**src/rtl/router_fsm_if.sv**
```systemverilog
// rtl/router_fsm_if.sv - packet input / FIFO control strobes between router blocks and router_fsm
interface router_fsm_if;
    logic       pkt_valid;
    logic [1:0] data_in;
    logic       fifo_full;
    logic       fifo_empty_0;
    logic       fifo_empty_1;
    logic       fifo_empty_2;
    logic       soft_reset_0;
    logic       soft_reset_1;
    logic       soft_reset_2;
    logic       parity_done;
    logic       low_pkt_valid;
    logic       busy;
    logic       detect_add;
    logic       lfd_state;
    logic       ld_state;
    logic       laf_state;
    logic       full_state;
    logic       write_enb_reg;
    logic       rst_int_reg;

    modport master (
        output pkt_valid, data_in, fifo_full,
        output fifo_empty_0, fifo_empty_1, fifo_empty_2,
        output soft_reset_0, soft_reset_1, soft_reset_2,
        output parity_done, low_pkt_valid,
        input  busy, detect_add, lfd_state, ld_state, laf_state,
        input  full_state, write_enb_reg, rst_int_reg
    );

    modport slave (
        input  pkt_valid, data_in, fifo_full,
        input  fifo_empty_0, fifo_empty_1, fifo_empty_2,
        input  soft_reset_0, soft_reset_1, soft_reset_2,
        input  parity_done, low_pkt_valid,
        output busy, detect_add, lfd_state, ld_state, laf_state,
        output full_state, write_enb_reg, rst_int_reg
    );
endinterface

```
**src/rtl/router_fsm.sv**
```systemverilog
// rtl/router_fsm.sv - Moore packet-reception controller for the 1x3 router
module router_fsm #(
    parameter int NUM_DEST = 3
) (
    input  logic          clock,
    input  logic          reset,
    router_fsm_if.slave   bus
);

    typedef enum logic [2:0] {
        DECODE_ADDRESS     = 3'd0,
        LOAD_FIRST_DATA    = 3'd1,
        LOAD_DATA          = 3'd2,
        FIFO_FULL_STATE    = 3'd3,
        LOAD_AFTER_FULL    = 3'd4,
        LOAD_PARITY        = 3'd5,
        CHECK_PARITY_ERROR = 3'd6,
        WAIT_TILL_EMPTY    = 3'd7
    } state_t;

    state_t     state_q;
    state_t     state_d;
    logic [1:0] addr_q;
    logic [3:0] empty_vec;
    logic [3:0] soft_vec;
    logic       addr_valid;
    logic       empty_in;
    logic       empty_sel;
    logic       soft_sel;
    logic       header_ok;

    // Padded to 4 entries so the 2-bit address never selects out of range.
    assign empty_vec  = {1'b0, bus.fifo_empty_2, bus.fifo_empty_1, bus.fifo_empty_0};
    assign soft_vec   = {1'b0, bus.soft_reset_2, bus.soft_reset_1, bus.soft_reset_0};
    assign addr_valid = ({1'b0, bus.data_in} < 3'(NUM_DEST));
    assign empty_in   = empty_vec[bus.data_in];
    assign empty_sel  = empty_vec[addr_q];
    assign soft_sel   = soft_vec[addr_q];
    assign header_ok  = (state_q == DECODE_ADDRESS) && bus.pkt_valid && addr_valid;

    always_ff @(posedge clock or posedge reset) begin
        if (reset) begin
            state_q <= DECODE_ADDRESS;
            addr_q  <= 2'd0;
        end else begin
            state_q <= state_d;
            if (header_ok) begin
                addr_q <= bus.data_in;
            end
        end
    end

    always_comb begin
        state_d = state_q;
        case (state_q)
            DECODE_ADDRESS: begin
                if (header_ok) begin
                    state_d = empty_in ? LOAD_FIRST_DATA : WAIT_TILL_EMPTY;
                end
            end
            LOAD_FIRST_DATA: state_d = LOAD_DATA;
            LOAD_DATA: begin
                if (bus.fifo_full) begin
                    state_d = FIFO_FULL_STATE;
                end else if (!bus.pkt_valid) begin
                    state_d = LOAD_PARITY;
                end
            end
            FIFO_FULL_STATE: begin
                if (!bus.fifo_full) begin
                    state_d = LOAD_AFTER_FULL;
                end
            end
            LOAD_AFTER_FULL: begin
                if (bus.parity_done) begin
                    state_d = DECODE_ADDRESS;
                end else if (bus.low_pkt_valid) begin
                    state_d = LOAD_PARITY;
                end else begin
                    state_d = LOAD_DATA;
                end
            end
            LOAD_PARITY: state_d = CHECK_PARITY_ERROR;
            CHECK_PARITY_ERROR: state_d = bus.fifo_full ? FIFO_FULL_STATE : DECODE_ADDRESS;
            WAIT_TILL_EMPTY: begin
                if (empty_sel) begin
                    state_d = LOAD_FIRST_DATA;
                end
            end
            default: state_d = DECODE_ADDRESS;
        endcase
        // A timeout on the addressed FIFO abandons the packet from any busy state.
        if ((state_q != DECODE_ADDRESS) && soft_sel) begin
            state_d = DECODE_ADDRESS;
        end
    end

    always_comb begin
        bus.detect_add    = (state_q == DECODE_ADDRESS);
        bus.lfd_state     = (state_q == LOAD_FIRST_DATA);
        bus.ld_state      = (state_q == LOAD_DATA);
        bus.laf_state     = (state_q == LOAD_AFTER_FULL);
        bus.full_state    = (state_q == FIFO_FULL_STATE);
        bus.rst_int_reg   = (state_q == CHECK_PARITY_ERROR);
        bus.write_enb_reg = (state_q == LOAD_DATA) || (state_q == LOAD_AFTER_FULL) ||
                            (state_q == LOAD_PARITY);
        bus.busy          = (state_q != DECODE_ADDRESS) && (state_q != LOAD_DATA);
    end

endmodule

```
**src/flat_wrapper.sv**
```systemverilog
// flat-port wrapper written by rule: the top's interface ports become plain ports
module router_fsm_flat 
#(
    parameter int NUM_DEST = 3
)
  (clock, reset, bus_pkt_valid, bus_data_in, bus_fifo_full, bus_fifo_empty_0, bus_fifo_empty_1, bus_fifo_empty_2, bus_soft_reset_0, bus_soft_reset_1, bus_soft_reset_2, bus_parity_done, bus_low_pkt_valid, bus_busy, bus_detect_add, bus_lfd_state, bus_ld_state, bus_laf_state, bus_full_state, bus_write_enb_reg, bus_rst_int_reg);
  router_fsm_if bus_i ();
  input  logic clock;
  input  logic reset;
  input wire logic [$bits(bus_i.pkt_valid)-1:0] bus_pkt_valid;
  input wire logic [$bits(bus_i.data_in)-1:0] bus_data_in;
  input wire logic [$bits(bus_i.fifo_full)-1:0] bus_fifo_full;
  input wire logic [$bits(bus_i.fifo_empty_0)-1:0] bus_fifo_empty_0;
  input wire logic [$bits(bus_i.fifo_empty_1)-1:0] bus_fifo_empty_1;
  input wire logic [$bits(bus_i.fifo_empty_2)-1:0] bus_fifo_empty_2;
  input wire logic [$bits(bus_i.soft_reset_0)-1:0] bus_soft_reset_0;
  input wire logic [$bits(bus_i.soft_reset_1)-1:0] bus_soft_reset_1;
  input wire logic [$bits(bus_i.soft_reset_2)-1:0] bus_soft_reset_2;
  input wire logic [$bits(bus_i.parity_done)-1:0] bus_parity_done;
  input wire logic [$bits(bus_i.low_pkt_valid)-1:0] bus_low_pkt_valid;
  output wire logic [$bits(bus_i.busy)-1:0] bus_busy;
  output wire logic [$bits(bus_i.detect_add)-1:0] bus_detect_add;
  output wire logic [$bits(bus_i.lfd_state)-1:0] bus_lfd_state;
  output wire logic [$bits(bus_i.ld_state)-1:0] bus_ld_state;
  output wire logic [$bits(bus_i.laf_state)-1:0] bus_laf_state;
  output wire logic [$bits(bus_i.full_state)-1:0] bus_full_state;
  output wire logic [$bits(bus_i.write_enb_reg)-1:0] bus_write_enb_reg;
  output wire logic [$bits(bus_i.rst_int_reg)-1:0] bus_rst_int_reg;
  assign bus_i.pkt_valid = bus_pkt_valid;
  assign bus_i.data_in = bus_data_in;
  assign bus_i.fifo_full = bus_fifo_full;
  assign bus_i.fifo_empty_0 = bus_fifo_empty_0;
  assign bus_i.fifo_empty_1 = bus_fifo_empty_1;
  assign bus_i.fifo_empty_2 = bus_fifo_empty_2;
  assign bus_i.soft_reset_0 = bus_soft_reset_0;
  assign bus_i.soft_reset_1 = bus_soft_reset_1;
  assign bus_i.soft_reset_2 = bus_soft_reset_2;
  assign bus_i.parity_done = bus_parity_done;
  assign bus_i.low_pkt_valid = bus_low_pkt_valid;
  assign bus_busy = bus_i.busy;
  assign bus_detect_add = bus_i.detect_add;
  assign bus_lfd_state = bus_i.lfd_state;
  assign bus_ld_state = bus_i.ld_state;
  assign bus_laf_state = bus_i.laf_state;
  assign bus_full_state = bus_i.full_state;
  assign bus_write_enb_reg = bus_i.write_enb_reg;
  assign bus_rst_int_reg = bus_i.rst_int_reg;
  router_fsm #(.NUM_DEST(NUM_DEST)) u_core (.clock(clock), .reset(reset), .bus(bus_i));
endmodule
```
**config.mk**
```make
export PLATFORM = sky130hd
export DESIGN_NAME = router_fsm_flat
export DESIGN_NICKNAME = d
export VERILOG_FILES = /design/src/rtl/router_fsm_if.sv /design/src/rtl/router_fsm.sv /design/src/flat_wrapper.sv
export SDC_FILE = /design/constraint.sdc
export NUM_CORES = 1
export LEC_CHECK = 0
export CAP_MARGIN = 20
export CORE_MARGIN = 4
export CORE_UTILIZATION = 37
export CTS_BUF_LIST = sky130_fd_sc_hd__clkbuf_8
export DETAILED_ROUTE_END_ITERATION = 6
export PLACE_DENSITY = 0.74
export SETUP_SLACK_MARGIN = 0.05
export SYNTH_ARGS = -nofsm -noshare
export SYNTH_HDL_FRONTEND = slang
export SYNTH_SLANG_ARGS = --single-unit
```
**constraint.sdc**
```tcl
create_clock -name clock -period 1.3 [get_ports clock]
set_input_delay 0.26 -clock clock [delete_from_list [all_inputs] [get_ports clock]]
set_output_delay 0.26 -clock clock [all_outputs]
set_load 0.1 [all_outputs]
```
* Word level (Yosys, flattened, before mapping)
Cells that the tools add are included.
Storage, ports and cells: latch bits 0, logic and storage cells 43, input port bits 14, memory bits (writable) 0, memories 0, register bits 5, memory bits (read-only) 0
Operators by class: $mul 0, equality and inequality tests 12, magnitude comparators 3, shift operators 0, mux-type cells 17, bitwise operators 0, add/sub/neg operators 0, div/mod/pow operators 0, reduce and logical (&&, ||, !) cells 9
Operator list (number):
- 3-bit two-way mux | 9
- 3-bit case mux with 8 select lines | 1
- 3-bit equality test (second input constant) | 4
- 1-bit binary-select mux with 2-bit select | 3
- 3-bit by 2-bit equality test with 1-bit output (second input constant) | 2
- 2-bit by 3-bit < comparator with 1-bit output (second input constant) | 2
- 3-bit by 1-bit inequality test with 1-bit output (second input constant) | 2
- 3-bit by 2-bit inequality test with 1-bit output (second input constant) | 2
- 1-bit logical AND | 4
- 4-bit by 3-bit inequality test with 1-bit output (second input constant) | 1
- 4-bit AND reduction | 1
- 3-bit by 1-bit equality test with 1-bit output (second input constant) | 1
- 3-bit zero test | 1
- 1-bit two-way mux | 3
- 3-bit nonzero test | 1
- 1-bit logical OR | 2
- 2-bit < comparator (second input constant) | 1
- 2-bit two-way mux | 1

* Logic depth before layout (Yosys ltp)
depth in word-level cells 6, mapped depth 6

* Least setup slack after synthesis
Ideal clock, no wire load.
kind reg2reg, from register u_core.state_q[1], to register u_core.state_q[2], arrival time 2.968 ns, setup time 0.130 ns, slack -1.798 ns, stages on the path, launching flop included 6, cell sequence dfrtp_1 > buf_6 > nor3_1 > a31oi_1 > nand3_1 > a21oi_1
On the way: elaborated cells between the ends (all ways) 19, those cells by class eq/ne: 11; mux: 2; reduce/logical: 6
RTL lines:
- start, declared | line router_fsm.sv:21 | state_t state_q;
- start signal, assigned | line router_fsm.sv:46 | state_q <= state_d;
- 3-bit by 1-bit equality test with 1-bit output
- via bus_lfd_state | line flat_wrapper.sv:23 | output wire logic [$bits(bus_i.lfd_state)-1:0] bus_lfd_state;
- 3-bit case mux with 8 select lines | line router_fsm.sv:55 | case (state_q)
- 3-bit two-way mux | line router_fsm.sv:93 | if ((state_q != DECODE_ADDRESS) && soft_sel) begin
The timed path passes the listed nets, and every way through them passes these cells. A chain may end at the register's enable or synchronous reset.

* Final worst setup path
from register u_core.state_q[2], to output port bus_detect_add
On the way: longest elaborated chain between the ends 1
RTL lines:
- 3-bit zero test | line router_fsm.sv:99 | bus.detect_add = (state_q == DECODE_ADDRESS);
- end, declared | line flat_wrapper.sv:22 | output wire logic [$bits(bus_i.detect_add)-1:0] bus_detect_add;
Every way passes these cells.

==> run summary <==
Largest net degree at the start of global routing -> 9
Num rows -> 13
Routed WL -> 2420 um
Setup crit end kind -> output port
FF-to-FF setup slack -> -270 ps
Most frequent cells in the layout -> buf_4, buf_12, clkdlybuf4s50_1
Ys Warns -> 0
Sink Count -> 5
Slew margin rel. -> 73.6%
Initial antenna violation count -> 0
Final nets -> 125
Most common cell after layout, fill and taps aside -> buf_4
Number of H-tree levels -> 1
Syn Std Cell Area -> 518 sq um
First-pass GRT wire length -> 3440 um
Vias in the first global route -> 721
Setup Viol. Count Final -> 13
Setup crit start kind -> flip-flop
GRT Residual Overflow -> 0
Number of DRC markers in iteration 0 -> 31
Ant diodes -> 0
Worst-path clk slew -> 40 ps
Syn Inst Count -> 64
IO buf count -> 21
CP startpoint -> u_core.state_q[2]
Number of iterations in the first detailed-routing pass -> 4
Slew @ Worst Pin -> 392 ps
Min-delay worst type -> input port to asynchronous set/reset pin
Final hold vios -> 0
Die area -> 2060 sq um
Final Max Tran Viols -> 0
DIE HEIGHT -> 45.4 um
CTS tree -> done
Inst Count DP -> 111
WS Path Type -> flip-flop to output port
Final core utilization -> 89.4%
Drt wl/cell -> 19.3 um
Core ar. -> 1320 sq um
Synth unique cells -> 28
Reg2reg start -> u_core.state_q[0]
Final setup skew -> 2.49 ps
Tcrit/Tclk final -> 124%
Root Buffer -> clkbuf_8
DRC violations left -> 0
Critical Path AT -> 1350 ps
R2R cell count -> 7
Mapped Nets -> 78
Vias per cell -> 5.77
GRT Util Overall -> 23.9%
Design area -> 1180 sq um
Placed inst area -> 973 sq um
Fmax -> 622 MHz
Worst setup margin -> -307 ps
Finished Layout Cells -> 125
Clock Path Buffers -> 2
Clock Latency Late Sink -> 220 ps
Failing checks -> setup timing
Share of layout cells above drive strength 1 -> 55.5%
Die X -> 45.4 um
Synth-to-layout area growth -> 127%
Synthesized flop and latch total -> 5
Final ANT Viol Nets -> 0
Hpwl dp -> 1350 um
RSZ-0062 raised after global routing -> true
Req. time, crit path -> 1040 ps
Ports -> 22
Vias post-DR -> 721
Run status -> complete, but fails checks
RePlAce Congestion -> 0.812
Mean Syn Cell Area -> 8.09 sq um
Place WS -> -560 ps
Sequential share of the synthesized area -> 24.2%
Max-Cap Viols -> 0
Initial Utilization -> 39.3%
CTS Buf Count -> 3
CP Max Fanout -> 7
Crit path time final -> 1610 ps
Cts hold-fix bufs -> 0
-- sequential cells by signal, indices dropped and copies added (netlist names) --
| signal | flops |
|---|---|
| u_core.addr_q | 2 |
| u_core.state_q | 3 |
-- metrics by stage --
| step | hold WS (ps) | setup TNS (ps) |
|---|---|---|
| global placement | 461 | -2180 |
| CTS | 246 | -2430 |
| detailed placement | 466 | -2610 |
| floorplan | 38.5 | -5350 |
| global route | 265 | -3780 |
| finish | 269 | -3250 |
-- final cells by class --
type | instances | area (sq um)
flip-flops and latches | 5 | 129
clock inverters | 1 | 3.75
clock buffers | 3 | 41.3
repair buffers | 45 | 513
well taps | 15 | 18.8
fillers | 56 | 140
multi-input cells | 51 | 445
inverters | 5 | 26.3
-- worst max-delay path, cell delays in order (launching register included) --
cell	delay (ps)
dfrtp_2	470
buf_6	160
nor3_4	270
buf_12	210
-- worst paths after layout --
check,to
min in group clock,u_core.addr_q[1]
hold reg to reg,u_core.addr_q[0]
hold / removal,u_core.state_q[2]
setup / recovery,bus_detect_add
setup reg to reg,u_core.state_q[0]
max in group asynchronous,u_core.state_q[1]
-- synth_stat cells, drive strengths merged --
master	count	area (sq um)
a221oi	1	8.76
nand3b	4	30.0
buf	3	33.8
mux2i	4	40.0
o22a	3	27.5
dfrtp	5	125
nor2	10	45.0
nand2b	1	6.26
and2	1	7.51
a31oi	1	6.26
nand2	6	22.5
o2111ai	1	15.0
o311a	1	10.0
nand4bb	1	11.3
nor3b	1	7.51
nand3	2	10.0
a21boi	1	7.51
o21ai	4	23.8
a211oi	1	12.5
nor3	4	25.0
a21oi	3	15.0
inv	5	18.8
a2bb2oi	1	8.76
-- timing repair --
action                                  4_1_cts  5_1_grt
buffers inserted                              7        3
resized for setup                            15        9
endpoints found under the setup margin       13       13
pin swaps                                     9        9
-- metal layers --
| layer | global-route usage (%) | up-vias | wire [um] | part of all wire (%) |
|---|---|---|---|---|
| li1 | - | 329 | - | - |
| met1 | 28.9 | 341 | 947 | 39 |
| met2 | 38.2 | 39 | 1230 | 51 |
| met3 | 3.16 | 12 | 138 | 5.7 |
| met4 | 17.5 | 0 | 99 | 4.1 |
| met5 | 0 | - | 0 | 0 |
-- kinds of logic after synthesis --
group | after synthesis | synth area share [%]
mux | 4 | 7.73
compound gates | 17 | 26.1
simple gates | 30 | 31.9
flops | 5 | 24.2
buf+inv | 8 | 10.1
Power is left out: the tool's default activity adds up to more than one toggle a clock period on the data nets, which glitch-free logic cannot reach.
